$ cat src/rtl/bp_btb_param.sv
// Parametrised branch target buffer with per-entry saturating direction counters.
// Define BP_GSHARE_EN to index the table with PC bits XORed with a global history register.
module bp_btb_param #(
  parameter int W     = 32,
  parameter int IDX_W = 4,
  parameter int TAG_W = 8,
  parameter int CNT_W = 2
) (
  input  logic             clk,
  input  logic             rst,
  input  logic [W-1:0]     pc,
  output logic             predict_j_taken,
  output logic [W-1:0]     predict_addr,
  output logic [IDX_W-1:0] predict_ghr,
  input  logic             upd,
  input  logic [W-1:0]     upd_src_pc,
  input  logic             upd_taken,
  input  logic [W-1:0]     upd_target,
  input  logic [IDX_W-1:0] upd_ghr,
  input  logic             clear
);

  localparam int DEPTH = 1 << IDX_W;
  localparam int TAG_LO = IDX_W + 2;
  localparam int TAG_HI = IDX_W + 2 + TAG_W - 1;
  localparam logic [CNT_W-1:0] CNT_MAX   = {CNT_W{1'b1}};
  localparam logic [CNT_W-1:0] CNT_ALLOC = CNT_W'(1) << (CNT_W - 1);

  logic             valid_q [DEPTH];
  logic [TAG_W-1:0] tag_q   [DEPTH];
  logic [W-1:0]     tgt_q   [DEPTH];
  logic [CNT_W-1:0] cnt_q   [DEPTH];

  logic [IDX_W-1:0] lk_idx;
  logic [IDX_W-1:0] up_idx;
  logic [TAG_W-1:0] lk_tag;
  logic [TAG_W-1:0] up_tag;
  logic             lk_hit;
  logic             up_hit;
  logic             lk_taken;
  logic [W-1:0]     pc_inc;

  logic             ent_we;
  logic [W-1:0]     ent_tgt_d;
  logic [CNT_W-1:0] ent_cnt_d;
  logic [IDX_W-1:0] ghr_d;

  // Bit-level sink for the parts of the PC buses that never reach the table.
  logic unused_bits;
  assign unused_bits = ^{pc, upd_src_pc, upd_ghr};

`ifdef BP_GSHARE_EN
  logic [IDX_W-1:0] ghr_q;

  assign lk_idx = pc[IDX_W+1:2] ^ ghr_q;
  assign up_idx = upd_src_pc[IDX_W+1:2] ^ upd_ghr;
  assign ghr_d  = upd ? ((ghr_q << 1) | IDX_W'(upd_taken)) : ghr_q;

  always_ff @(posedge clk) begin
    if (rst || clear) begin
      ghr_q <= '0;
    end else begin
      ghr_q <= ghr_d;
    end
  end

  assign predict_ghr = rst ? '0 : ghr_q;
`else
  assign lk_idx      = pc[IDX_W+1:2];
  assign up_idx      = upd_src_pc[IDX_W+1:2];
  assign ghr_d       = '0;
  assign predict_ghr = '0;
`endif

  assign lk_tag = pc[TAG_HI:TAG_LO];
  assign up_tag = upd_src_pc[TAG_HI:TAG_LO];

  assign lk_hit   = valid_q[lk_idx] && (tag_q[lk_idx] == lk_tag);
  assign up_hit   = valid_q[up_idx] && (tag_q[up_idx] == up_tag);
  assign lk_taken = lk_hit && cnt_q[lk_idx][CNT_W-1];
  assign pc_inc   = pc + W'(4);

  // Table contents may be stale during the first reset cycle, so gate on rst.
  assign predict_j_taken = !rst && lk_taken;
  assign predict_addr    = predict_j_taken ? tgt_q[lk_idx] : pc_inc;

  always_comb begin
    ent_we    = 1'b0;
    ent_tgt_d = tgt_q[up_idx];
    ent_cnt_d = cnt_q[up_idx];
    if (upd) begin
      if (up_hit) begin
        ent_we = 1'b1;
        if (upd_taken) begin
          ent_tgt_d = upd_target;
          if (cnt_q[up_idx] != CNT_MAX) begin
            ent_cnt_d = cnt_q[up_idx] + CNT_W'(1);
          end
        end else if (cnt_q[up_idx] != '0) begin
          ent_cnt_d = cnt_q[up_idx] - CNT_W'(1);
        end
      end else if (upd_taken) begin
        ent_we    = 1'b1;
        ent_tgt_d = upd_target;
        ent_cnt_d = CNT_ALLOC;
      end
    end
  end

  always_ff @(posedge clk) begin
    if (rst) begin
      for (int i = 0; i < DEPTH; i++) begin
        valid_q[i] <= 1'b0;
        tag_q[i]   <= '0;
        tgt_q[i]   <= '0;
        cnt_q[i]   <= '0;
      end
    end else if (clear) begin
      for (int i = 0; i < DEPTH; i++) begin
        valid_q[i] <= 1'b0;
      end
    end else if (ent_we) begin
      valid_q[up_idx] <= 1'b1;
      tag_q[up_idx]   <= up_tag;
      tgt_q[up_idx]   <= ent_tgt_d;
      cnt_q[up_idx]   <= ent_cnt_d;
    end
  end

endmodule
$ cat config.mk
export PLATFORM = sky130hd
export DESIGN_NAME = bp_btb_param
export DESIGN_NICKNAME = d
export VERILOG_FILES = /design/src/rtl/bp_btb_param.sv
export SDC_FILE = /design/constraint.sdc
export NUM_CORES = 1
export LEC_CHECK = 0
export BUFFER_PORTS_ARGS = -buffer_cell sky130_fd_sc_hd__buf_2
export CAP_MARGIN = 5
export CORE_ASPECT_RATIO = 1.2
export CORE_MARGIN = 5
export CORE_UTILIZATION = 65
export CTS_CLUSTER_SIZE = 25
export DETAILED_ROUTE_END_ITERATION = 8
export GPL_ROUTABILITY_DRIVEN = 0
export HOLD_SLACK_MARGIN = 0.02
export PLACE_DENSITY = 0.83
export SLEW_MARGIN = 25
export SYNTH_ARGS = -nofsm -noshare
export SYNTH_HDL_FRONTEND = slang
export SYNTH_SLANG_ARGS = --single-unit
$ cat constraint.sdc
create_clock -name clk -period 5.8 [get_ports clk]
set_input_delay 0 -clock clk [delete_from_list [all_inputs] [get_ports clk]]
set_output_delay 0 -clock clk [all_outputs]
set_load 0.05 [all_outputs]
; ---- Word level (Yosys, flattened, before mapping)
; Memory sizes are Yosys's and may differ from the RTL's.
; Index checks and enable logic that the tools add are counted.
[word_totals]
mem_bits_rw = 688
n_memories = 4
in_bits = 105
word_cells = 88
out_inout_bits = 37
reg_bits = 0
[mem_list]
columns = memory, depth, width, rd, rd_ports_with_merged_regs, wr, line
row1 = tgt_q, 16, 32, 1, 0, 16, 31  ; logic [W-1:0] tgt_q [DEPTH];
row2 = tag_q, 16, 8, 2, 0, 16, 30  ; logic [TAG_W-1:0] tag_q [DEPTH];
row3 = cnt_q, 16, 2, 2, 0, 16, 32  ; logic [CNT_W-1:0] cnt_q [DEPTH];
row4 = valid_q, 16, 1, 2, 0, 16, 29  ; logic valid_q [DEPTH];
[classes]
addsub = 3
n_bitwise = 16
muxes = 49
eq_ne = 5
reduce_logical = 11
[op_table]
columns = cell, n
row1 = $mux W32, 4
row2 = $mux W1, 33
row3 = $add A32 B3 Y32 const B, 1
row4 = $reduce_or A32 Y1, 1
row5 = $eq A8 B8 Y1, 2
row6 = $mux W4, 4
row7 = $or A1 B1 Y1, 16
row8 = $mux W2, 7
row9 = $mux W8, 1
row10 = $reduce_or A8 Y1, 1
row11 = $logic_and A1 B1 Y1, 4
row12 = $ne A2 B2 Y1 const B, 2
row13 = $reduce_and A3 Y1, 1
row14 = $add A2 B1 Y2 const B, 1
row15 = $reduce_bool A2 Y1, 1
row16 = $reduce_or A2 Y1, 1
row17 = $sub A2 B1 Y2 const B, 1
row18 = $logic_not A1 Y1, 1
row19 = $ne A1 B1 Y1 const B, 1
row20 = $reduce_or A1 Y1, 1

; ---- Longest topological paths before layout
; Gate-level depths: netlist (run 1).
; An unclocked memory read counts as a cell.
[logic_depth]
word_depth = 12
depth_mapped = 13
mapped_depth_nobuf = 9

; ---- Worst setup path after synthesis (run 1)
; No wires, ideal clock.
[synth_timing]
path_type = input port to output port
from = input port pc[2]
to = output port predict_addr[0]
setup_slack_ns = 2.431
cell_stages = 8
required_time_ns = 5.800
arrival_time_ns = 3.369
path_buffers = 2
path_cell_list = buf_6 buf_2 mux4_2 mux4_2 xnor2_1 nand4_1 nor4b_2 mux2_2
[synth_between]
elab_chain_len = 6
word_cells_on_any_way = 9
cone_classes = eq/ne (1) / mux (1) / reduce/logical (3) / memory (4)
[synth_lines]
columns = item, line
row1 = "start, declared", 11  ; input logic [W-1:0] pc,
row2 = $mem_v2 Z16 W8, --
row3 = $eq A8 B8 Y1, 78  ; assign lk_hit = valid_q[lk_idx] && (tag_q[lk_idx] == lk_tag);
row4 = $logic_and A1 B1 Y1, 78
row5 = $logic_and A1 B1 Y1 *, 80  ; assign lk_taken = lk_hit && cnt_q[lk_idx][CNT_W-1];
row6 = $logic_and A1 B1 Y1 *, 84  ; assign predict_j_taken = !rst && lk_taken;
row7 = via predict_j_taken, 12  ; output logic predict_j_taken,
row8 = $mux W32 *, 85  ; assign predict_addr = predict_j_taken ? tgt_q[lk_idx] : pc_inc;
row9 = "end, declared", 13  ; output logic [W-1:0] predict_addr,
; The timed path passes the listed nets; every way through them passes the cells marked *.

==> results of run 1 <==
-- registers in the layout (all words and copies together) (netlist names) --
register and flops:
tag_q 128, valid_q 16, tgt_q 512, cnt_q 32
-- power groups by stage --
stage | Sequential [mW] | Clock, mW | Combinational, mW
final | 5.78 | 4.21 | 1.03
after global routing | 5.80 | 4.46 | 1.07
after CTS | 5.78 | 4.24 | 1.02
after detailed placement | 5.88 | 0 | 0.986
after global placement | 5.85 | 0 | 0.967
after floorplan | 5.84 | 0 | 0.677
-- cells by family after synthesis --
logic type,count (synthesis)
flops,688
other cells,1
mux,298
simple gates,861
fa+ha+maj,2
xor+xnor,45
compound gates,97
buf+inv,200
-- repair_timing --
item	in CTS	in global routing
hold endpoints to repair	656	0
setup endpoints to repair	0	0
hold buffers	41	0
gates resized for setup	0	0
-- final cells by class --
type | instances | area [sq um] | area share, %
Inverter | 3 | 11.3 | 0.0305
Clock inverter | 40 | 310 | 0.841
Tap cell | 644 | 806 | 2.19
Sequential cell | 688 | 20500 | 55.6
Timing Repair Buffer | 223 | 1560 | 4.22
Antenna cell | 2 | 5.00 | 0.0136
Clock buffer | 79 | 1770 | 4.81
Multi-Input combinational cell | 1307 | 11900 | 32.3
-- metrics by stage --
step | hold slack, ns | instances
2_1_floorplan | 0.198 | 2195
3_3_place_gp | 0.435 | 2822
3_5_place_dp | 0.448 | 2822
4_1_cts | 0.147 | 2982
5_1_grt | 0.188 | 2984
6_report | 0.178 | 2986
-- Yosys cell counts, types with 17 or more instances --
master	instances	area, sq um
and2_1	516	3230
buf_1	23	86.3
buf_2	17	85.1
clkbuf_1	148	556
edfxtp_1	672	20200
mux2_2	28	315
mux2i_1	30	300
mux4_2	231	5200
nand2_1	84	315
nand3_1	21	105
nor2_1	172	646
o21ai_0	24	120
or2_2	18	113
xnor2_1	29	254
-- routing by layer --
layer  up-vias  wire length [microns]  share of wire (%)
met3       346                   9780                 11
met5         -                     13              0.014
met4         2                   5540                6.2
met1     10200                  28700                 32
li1       8363                      -                  -
met2      1524                  45800                 51
-- final timing paths --
| path | start | endpoint | slack, ns |
|---|---|---|---|
| worst max register to register | tag_q[3][6] | tag_q[1][0] | 1.80 |
| worst max-delay path | tag_q[15][5] | predict_addr[13] | 1.39 |
| worst min-delay path | rst | cnt_q[12][0] | 0.18 |
| worst min register to register | valid_q[3] | valid_q[3] | 0.48 |
==> results by group, run 1 <==
Worst setup path
  – Crit-path slowest cell: or4_2
  – CP Capture Type: primary output
  – Crit path kind: flop to primary output
  – CP peak stage delay: 1.19 ns
  – Critical Path RT: 5.80 ns
  – Buf/Inv on CP: 1
  – Worst Path Max Fanout: 29
  – Critical path, cell by cell: mux4_2 > mux4_2 > xnor2_1 > nand3_1 > or4_2 > mux2_2 > buf_2
  – CP delay by family, top: multiplexers
  – Worst R2R Path Depth: 10
  – Crit-path most repeated cell: mux4_2
  – WP depth: 7
  – WP data arrival: 4.41 ns
  – Critical path startpoint category: flop

Floorplan
  – I/O Pins: 142
  – Core footprint: 50300 sq um
  – Die width: 216 microns
  – Initial core utilization: 65.8%
  – Die Span Y: 257 microns
  – Die area: 55600 sq um
  – FP Rows: 90

Timing
  – Final worst path period share: 76.0%
  – Max_slew headroom: 26.4%
  – Skew final: 0.0329 ns
  – Total negative slack: 0 ns
  – Slew @ Worst Pin: 1.10 ns
  – Final hold viol count: 0
  – RSZ-0062 raised after global routing: false
  – Final setup fails: 0
  – Fmax: 227 MHz
  – Final worst slack: 1.39 ns
  – Final min period: 4.41 ns
  – Max Transition Viols Final: 0

Global routing
  – Largest net degree at the start of global routing: 89
  – Initial antenna violation count: 2
  – Gr usage total: 32.4%
  – Grt peak-use layer: met2
  – GRT overflow: 0
  – Grt met2 use: 55.2%
  – Grt met3 use: 6.65%
  – First-pass GRT wire length: 133 mm
  – GRT met1 Usage: 39.5%
  – Vias in the first global route: 21400

Yosys
  – Compound-Gate Fraction of Synth Area: 2.05%
  – Synth Flop Type: edfxtp_1
  – Sequential area share after synthesis: 61.9%
  – Ys async rst share: 0%
  – Mapped cell area: 33100 sq um
  – Synthesized instance count: 2192
  – Post-synth EDFFs: 672
  – Synth Area in Adders: 0.0680%
  – Largest family of logic cells by synthesized area: multiplexers
  – Distinct cell type count after synthesis: 59
  – Post-synthesis mux area share: 18.0%
  – Synth Area in Simple Gates: 14.4%
  – Post-Synth XOR/XNOR Area: 1.19%
  – Mean post-synth cell area: 15.1 sq um
  – FF+latch count, synth: 688
  – Synth warnings: 0

Detailed routing
  – Final WL: 89.8 mm
  – Per-cell routed wire length: 30.1 microns
  – Antenna-violating nets left: 0
  – Post-DR vias/cell: 6.83
  – Pre-antenna DRT Iters: 8
  – # DRC: 0
  – Drt first-iter violations: 3031
  – Vias after detailed routing: 20400

Clocking
  – Clock Path Buffers: 3
  – Cts bufs inserted: 67
  – Clock net sink count: 688
  – Clock root cell: clkbuf_16
  – Postcts setup bufs: 0
  – CTS tree: done
  – Htree depth: 3
  – Worst skew pair latency: 0.60 ns
  – Clock Pin Slew Worst Setup and Hold Paths: 0.06 ns

Layout
  – Layout cell share with drive strength beyond 1: 25.2%
  – Most common cell after layout, fill and taps aside: edfxtp_1
  – Final net count: 2396
  – Most frequent cells in the layout: edfxtp_1, and2_1, mux4_2
  – Area Overhead vs Synth: 11.3%
  – Fillers: 2990
  – Final cell area excluding filler cells: 36900 sq um
  – Fin util: 73.3%

Power
  – Total chip power: 11.0 mW
  – Net Switching: 2.53 mW
  – Worst VDD drop: 0.000284 V
  – Gate power share: 9.3%
  – Sequential fraction of design power: 52.4%
  – Pwr/cell area: 299 nW/um^2
  – Clock power frac: 38.2%
  – Leak pwr: 12.7 nW
  – Internal power: 8.49 mW
  – Switching share of total power: 23.0%

Min path
  – WHS Path Cells: 2
  – Hold/Removal Path Class: input port to flop

Placed design
  – Hpwl dp: 50.1 mm
  – Buffers on Ports: 113
  – Pre-CTS setup slack: 1.34 ns
  – Dpl cell area: 34300 sq um

Flow run
  – Max cap viols: 0

Outcome
  – Status: completed
(Power assumes the default switching activity.)
==> run 2, diff against run 1 <==
--- a/config.mk
+++ b/config.mk
@@ -9,12 +9,12 @@
 export CAP_MARGIN = 5
 export CORE_ASPECT_RATIO = 1.2
 export CORE_MARGIN = 5
-export CORE_UTILIZATION = 65
+export CORE_UTILIZATION = 62
 export CTS_CLUSTER_SIZE = 25
 export DETAILED_ROUTE_END_ITERATION = 8
 export GPL_ROUTABILITY_DRIVEN = 0
 export HOLD_SLACK_MARGIN = 0.02
-export PLACE_DENSITY = 0.83
+export PLACE_DENSITY = 0.8
 export SLEW_MARGIN = 25
 export SYNTH_ARGS = -nofsm -noshare
 export SYNTH_HDL_FRONTEND = slang
==> constraint.sdc (replaced) <==
create_clock -name clk -period 4.22 [get_ports clk]
set_input_delay 0 -clock clk [delete_from_list [all_inputs] [get_ports clk]]
set_output_delay 0 -clock clk [all_outputs]
set_load 0.05 [all_outputs]
==> run 2 against run 1 <==
Compared with the run above:
- routed wire length down 2.1%
- flip-flop and latch count unchanged
- register-to-register slack worse by 1.1 ns
- non-clock buffer count up 32
- largest cell class unchanged
- largest power group unchanged
==> results by group, run 2 (synthesis gave the netlist of run 1 again) <==
Detailed routing
  – Met2 WL post-DR: 45.6 mm (was 45.8 mm)
  – Per-cell routed wire length: 28.5 microns (was 30.1 microns)
  – Pre-antenna DRT Iters: 5 (was 8)
  – Top Metal Used: met4 (was met5)
  – Met3 routed WL: 8.48 mm (was 9.78 mm)
  – # DRC: 0 (unchanged)
  – Vias after detailed routing: 20400 (about the same)
  – Post-DR vias/cell: 6.62 (was 6.83)
  – Antenna-violating nets left: 0 (unchanged)
  – Final WL: 87.9 mm (was 89.8 mm)
  – M1 WL: 29.0 mm (was 28.7 mm)
  – Drt first-iter violations: 2777 (was 3031)

Layout
  – Largest regs: tgt_q x512, tag_q x128, cnt_q x32 (unchanged)
  – Final net count: 2429 (was 2396)
  – Layout cell share with drive strength beyond 1: 25.7% (was 25.2%)
  – Most common cell after layout, fill and taps aside: edfxtp_1 (unchanged)
  – Register with the highest flop count: tgt_q (unchanged)
  – Largest register FFs: 512 (unchanged)
  – Most frequent cells in the layout: edfxtp_1, and2_1, mux4_2 (unchanged)
  – Area Overhead vs Synth: 12.5% (was 11.3%)
  – Final cell area excluding filler cells: 37300 sq um (was 36900 sq um)
  – Fin util: 70.7% (was 73.3%)

Global routing
  – Largest net degree at the start of global routing: 130 (was 89)
  – Gr usage total: 30.1% (was 32.4%)
  – GRT overflow: 0 (unchanged)
  – Vias in the first global route: 21300 (was 21400)
  – Initial antenna violation count: 3 (was 2)
  – First-pass GRT wire length: 131 mm (was 133 mm)

Worst setup path
  – CP Capture Type: primary output (unchanged)
  – Crit path kind: flop to primary output (unchanged)
  – WP data arrival: 4.18 ns (was 4.41 ns)
  – Critical path startpoint category: flop (unchanged)
  – Crit-path slowest cell: or4_2 (unchanged)
  – CP peak stage delay: 0.69 ns (was 1.19 ns)
  – Crit-path most repeated cell: mux4_2 (unchanged)
  – Critical Path RT: 4.22 ns (was 5.80 ns)
  – Reg2reg setup slack: 0.66 ns (was 1.80 ns)
  – Critical path, cell by cell: mux4_2 > mux4_2 > xnor2_1 > nand2_1 > or4_2 > buf_4 > mux2_2 > buf_2 (was mux4_2 > mux4_2 > xnor2_1 > nand3_1 > or4_2 > mux2_2 > buf_2)
  – Worst Path Max Fanout: 29 (unchanged)

Flow run
  – Max cap viols: 0 (unchanged)

Floorplan
  – Core footprint: 52700 sq um (was 50300 sq um)
  – Initial core utilization: 62.8% (was 65.8%)
  – Die area: 58200 sq um (was 55600 sq um)
  – I/O Pins: 142 (unchanged)
  – FP Rows: 92 (was 90)
  – Die width: 221 microns (was 216 microns)
  – Die Span Y: 263 microns (was 257 microns)

Timing
  – Slew @ Worst Pin: 0.984 ns (was 1.10 ns)
  – Total negative slack: 0 ns (unchanged)
  – Max Transition Viols Final: 0 (unchanged)
  – Final hold viol count: 0 (unchanged)
  – Final worst path period share: 99.1%
  – Final min period: 4.18 ns
  – Max_slew headroom: 34.4% (was 26.4%)
  – Skew final: 0.0353 ns (was 0.0329 ns)
  – Final setup fails: 0 (unchanged)
  – Fmax: 239 MHz
  – RSZ-0062 raised after global routing: false (unchanged)
  – Hold_ws: 0.156 ns (was 0.178 ns)

Power
  – Total chip power: 15.2 mW (was 11.0 mW)
  – Pwr/cell area: 408 nW/um^2 (was 299 nW/um^2)
  – Leak pwr: 12.8 nW (was 12.7 nW)
  – Worst VDD drop: 0.000404 V (was 0.000284 V)

Min path
  – Hold/Removal Path Class: input port to flop (unchanged)

Placed design
  – Hpwl dp: 53.1 mm (was 50.1 mm)
  – Dpl cell area: 34700 sq um (was 34300 sq um)
  – Buffers on Ports: 113 (unchanged)

Clocking
  – Worst skew pair latency: 0.63 ns (was 0.60 ns)
  – Clock Pin Slew Worst Setup and Hold Paths: 0.07 ns (was 0.06 ns)
  – Clock root cell: clkbuf_16 (unchanged)
  – CTS tree: done (unchanged)
  – Cts bufs inserted: 68 (was 67)
  – Clock net sink count: 688 (unchanged)
  – Clock Path Buffers: 3 (unchanged)
  – Htree depth: 3 (unchanged)
  – Postcts setup bufs: 0 (unchanged)

Outcome
  – Status: completed (unchanged)
## run 2: critical path: cells and delay by family (launching register included)
family                    cells  cell delay (ns)
muxes                         3             1.37
and+or+nand+nor               2             0.82
DFF                           1             0.40
buffers and inverters         2             0.60
xor gates and xnor gates      1             0.28
## run 2: per-layer routing
layer / track usage (%) / vias up
li1: - / 8436
met1: 36.7 / 10300
met2: 52.3 / 1402
met3: 5.24 / 282
met4: 15.2 / 0
met5: 0 / -
## run 2: repair_timing
action / in CTS / in global routing
resized for setup: 0 / 0
hold buffers: 41 / 0
hold endpoints to repair: 656 / 0
## run 2: worst paths after layout
| kind | start | endpoint | cells after the start |
|---|---|---|---|
| worst max-delay path | tag_q[2][7] | predict_addr[13] | 8 |
| worst min-delay path | rst | tag_q[8][6] | 2 |
| worst max register to register | tag_q[8][6] | tag_q[5][2] | 10 |
| worst min register to register | valid_q[0] | valid_q[0] | 2 |
## run 2: final cells by class
type,count,area [sq um]
clock inverters,28,229
well taps,705,882
inverters,3,11.3
flip-flops and latches,688,20500
multi-input cells,1307,11900
diodes,4,10.0
clock buffers,91,1860
fillers,3383,15500
repair buffers,255,1820
## run 2: stage by stage
| step | cells | setup slack (ns) |
|---|---|---|
| global placement | 2917 | 0.416 |
| finish | 3081 | 0.0392 |
| CTS | 3077 | 0.111 |
| global route | 3078 | 0.0132 |
| detailed placement | 2917 | 0.348 |
| floorplan | 2195 | 0.851 |
## run 2: where the power goes
| part | switching, mW | total [mW] | internal (mW) | leakage (nW) |
|---|---|---|---|---|
| Clock | 2.49 | 5.83 | 3.34 | 1.02 |
| Sequential | 0.121 | 7.95 | 7.82 | 6.54 |
| Combinational | 0.824 | 1.43 | 0.607 | 5.29 |
==> run 3, diff against run 2 <==
--- a/config.mk
+++ b/config.mk
@@ -10,11 +10,11 @@
 export CORE_ASPECT_RATIO = 1.2
 export CORE_MARGIN = 5
 export CORE_UTILIZATION = 62
-export CTS_CLUSTER_SIZE = 25
 export DETAILED_ROUTE_END_ITERATION = 8
 export GPL_ROUTABILITY_DRIVEN = 0
 export HOLD_SLACK_MARGIN = 0.02
-export PLACE_DENSITY = 0.8
+export PLACE_DENSITY = 0.92
+export REMOVE_ABC_BUFFERS = 1
 export SLEW_MARGIN = 25
 export SYNTH_ARGS = -nofsm -noshare
 export SYNTH_HDL_FRONTEND = slang
==> run 3 against run 2 <==
Compared with the run above:
- first-iteration DRC count is 31% higher
- routed wire length grew 10%
- combinational power is 3% higher
- sequential share of layout area about the same
- maximum frequency grew 4.2%
- die area stayed put
- clock power increased by 4.5%
- utilization barely moved
- register-to-register slack gained 0.13 ns
- largest cell class unchanged
- highest routed layer is now met5
==> results by group, run 3 (synthesis gave the netlist of run 1 again) <==
Worst setup path
  – WP data arrival: 4.01 ns (was 4.18 ns)
  – Reg2reg setup slack: 0.79 ns (was 0.66 ns)
  – Buf/Inv on CP: 2 (unchanged)
  – CP Capture Type: primary output (unchanged)
  – FF-to-FF End: tag_q[2][6] (was tag_q[5][2])
  – Worst R2R Path Depth: 10 (unchanged)
  – Crit-path most repeated cell: mux4_2 (unchanged)
  – Critical path startpoint category: flop (unchanged)
  – Worst Path Max Fanout: 18 (was 29)
  – Crit-path slowest cell: or4_2 (unchanged)
  – CP delay by family, top: multiplexers (unchanged)
  – Critical path, cell by cell: mux4_2 > mux4_2 > xnor2_1 > nand3_1 > or4_2 > buf_4 > mux2_4 > buf_2 (was mux4_2 > mux4_2 > xnor2_1 > nand2_1 > or4_2 > buf_4 > mux2_2 > buf_2)
  – Critical Path RT: 4.22 ns (about the same)
  – CP peak stage delay: 0.69 ns (about the same)
  – Crit path kind: flop to primary output (unchanged)
  – WP depth: 8 (unchanged)
  – Worst r2r src: tag_q[3][6] (was tag_q[8][6])
  – Crit path launch: tag_q[15][1] (was tag_q[2][7])

Floorplan
  – Die Span Y: 263 microns (unchanged)
  – Die area: 58200 sq um (unchanged)
  – I/O Pins: 142 (unchanged)
  – Core footprint: 52700 sq um (unchanged)
  – Initial core utilization: 62.8% (unchanged)
  – Die width: 221 microns (unchanged)
  – FP Rows: 92 (unchanged)

Outcome
  – Status: completed (unchanged)

Detailed routing
  – Drt first-iter violations: 3625 (was 2777)
  – Final WL: 97.1 mm (was 87.9 mm)
  – Per-cell routed wire length: 31.7 microns (was 28.5 microns)
  – Post-DR vias/cell: 7.03 (was 6.62)
  – Pre-antenna DRT Iters: 8 (was 5)
  – # DRC: 0 (unchanged)
  – Antenna-violating nets left: 0 (unchanged)
  – Vias after detailed routing: 21600 (was 20400)

Clocking
  – Clock Pin Slew Worst Setup and Hold Paths: 0.06 ns (was 0.07 ns)
  – Worst skew pair latency: 0.61 ns (was 0.63 ns)
  – Clock net sink count: 688 (unchanged)
  – Cts bufs inserted: 66 (was 68)
  – # resized after CTS: 0 (unchanged)
  – Htree depth: 3 (unchanged)
  – CTS tree: done (unchanged)
  – Clock root cell: clkbuf_16 (unchanged)
  – Clock Path Buffers: 3 (unchanged)

Timing
  – Max Transition Viols Final: 0 (unchanged)
  – Fmax: 249 MHz (was 239 MHz)
  – Max_slew headroom: 33.5% (was 34.4%)
  – Final worst slack: 0.206 ns (was 0.0392 ns)
  – Final min period: 4.01 ns (was 4.18 ns)
  – Slew @ Worst Pin: 0.997 ns (was 0.984 ns)
  – Final hold viol count: 0 (unchanged)
  – RSZ-0062 raised after global routing: false (unchanged)
  – Total negative slack: 0 ns (unchanged)
  – Final setup fails: 0 (unchanged)
  – Final worst path period share: 95.1% (was 99.1%)
  – Skew final: 0.0275 ns (was 0.0353 ns)

Global routing
  – Gr usage total: 32.9% (was 30.1%)
  – Initial antenna violation count: 6 (was 3)
  – Vias in the first global route: 22800 (was 21300)
  – First-pass GRT wire length: 143 mm (was 131 mm)
  – Largest net degree at the start of global routing: 130 (unchanged)
  – GRT overflow: 0 (unchanged)

Min path
  – WHS Path Cells: 2 (unchanged)
  – Hold/Removal Path Class: input port to flop (unchanged)
  – Hold path endpoint: cnt_q[11][1] (was tag_q[8][6])
  – Hold Crit Start: rst (unchanged)

Power
  – Internal power: 11.9 mW (was 11.8 mW)
  – Leak pwr: 12.8 nW (about the same)
  – Clock power frac: 39.2% (was 38.3%)
  – Pwr/cell area: 417 nW/um^2 (was 408 nW/um^2)
  – Net Switching: 3.62 mW (was 3.44 mW)
  – Gate power share: 9.5% (was 9.4%)
  – Total chip power: 15.5 mW (was 15.2 mW)
  – Sequential fraction of design power: 51.3% (was 52.3%)
  – Switching share of total power: 23.3% (was 22.6%)
  – Worst VDD drop: 0.000389 V (was 0.000404 V)

Layout
  – Register with the highest flop count: tgt_q (unchanged)
  – Area Overhead vs Synth: 12.5% (about the same)
  – Final cell area excluding filler cells: 37300 sq um (about the same)
  – Layout cell share with drive strength beyond 1: 25.8% (was 25.7%)
  – Most common cell after layout, fill and taps aside: edfxtp_1 (unchanged)
  – Fillers: 3083 (was 3383)
  – Largest register FFs: 512 (unchanged)
  – Most frequent cells in the layout: edfxtp_1, and2_1, mux4_2 (unchanged)
  – Largest regs: tgt_q x512, tag_q x128, cnt_q x32 (unchanged)
  – Final net count: 2416 (was 2429)

Placed design
  – Pre-CTS setup slack: 0.610 ns (was 0.348 ns)
  – Dpl cell area: 34600 sq um (was 34700 sq um)
  – Buffers on Ports: 113 (unchanged)
  – Hpwl dp: 55.2 mm (was 53.1 mm)

Flow run
  – Max cap viols: 0 (unchanged)
-- run 3: layout make-up --
type	instances	area, sq um	share of cell area, %
multi-input cells	1307	11900	32.0
repair buffers	244	1750	4.69
clock buffers	78	1760	4.73
diodes	4	10.0	0.0269
inverters	3	11.3	0.0302
well taps	705	882	2.37
flip-flops and latches	688	20500	55.0
clock inverters	38	434	1.17
-- run 3: per-stage QoR --
stage	instances	hold WS [ns]	util, %
after floorplan	1998	0.198	-
after global placement	2906	0.433	65.7
after detailed placement	2906	0.452	65.7
after CTS	3063	0.194	70.6
after global routing	3065	0.215	70.7
final	3067	0.231	70.7
-- run 3: routing by layer --
layer | track usage, % | vias up | share of wire [%]
met5 | 0 | - | 0.039
met4 | 20.9 | 6 | 7.5
met3 | 8.67 | 533 | 13
met2 | 55.3 | 2126 | 50
met1 | 37.6 | 10500 | 30
li1 | - | 8410 | -
-- run 3: power by group through the flow --
stage	clock (mW)	combinational, mW	sequential, mW
floorplan	0	0.782	8.03
CTS	6.07	1.44	7.96
global placement	0	1.35	8.04
global route	6.37	1.52	7.99
detailed placement	0	1.39	8.09
finish	6.09	1.48	7.98
-- run 3: worst max path at each step --
stage / endpoint / slack, ns
2_1_floorplan: cnt_q[0][0] / 0.18
3_3_place_gp: tag_q[0][5] / 0.67
3_5_place_dp: tag_q[0][5] / 0.61
4_1_cts: predict_addr[24] / 0.23
5_1_grt: predict_addr[24] / 0.16
6_report: predict_addr[24] / 0.21
-- run 3: repair_timing --
item	CTS	global route
hold buffers	41	0
endpoints found under the setup margin	0	0
buffers inserted	0	0
hold endpoints to repair	656	0
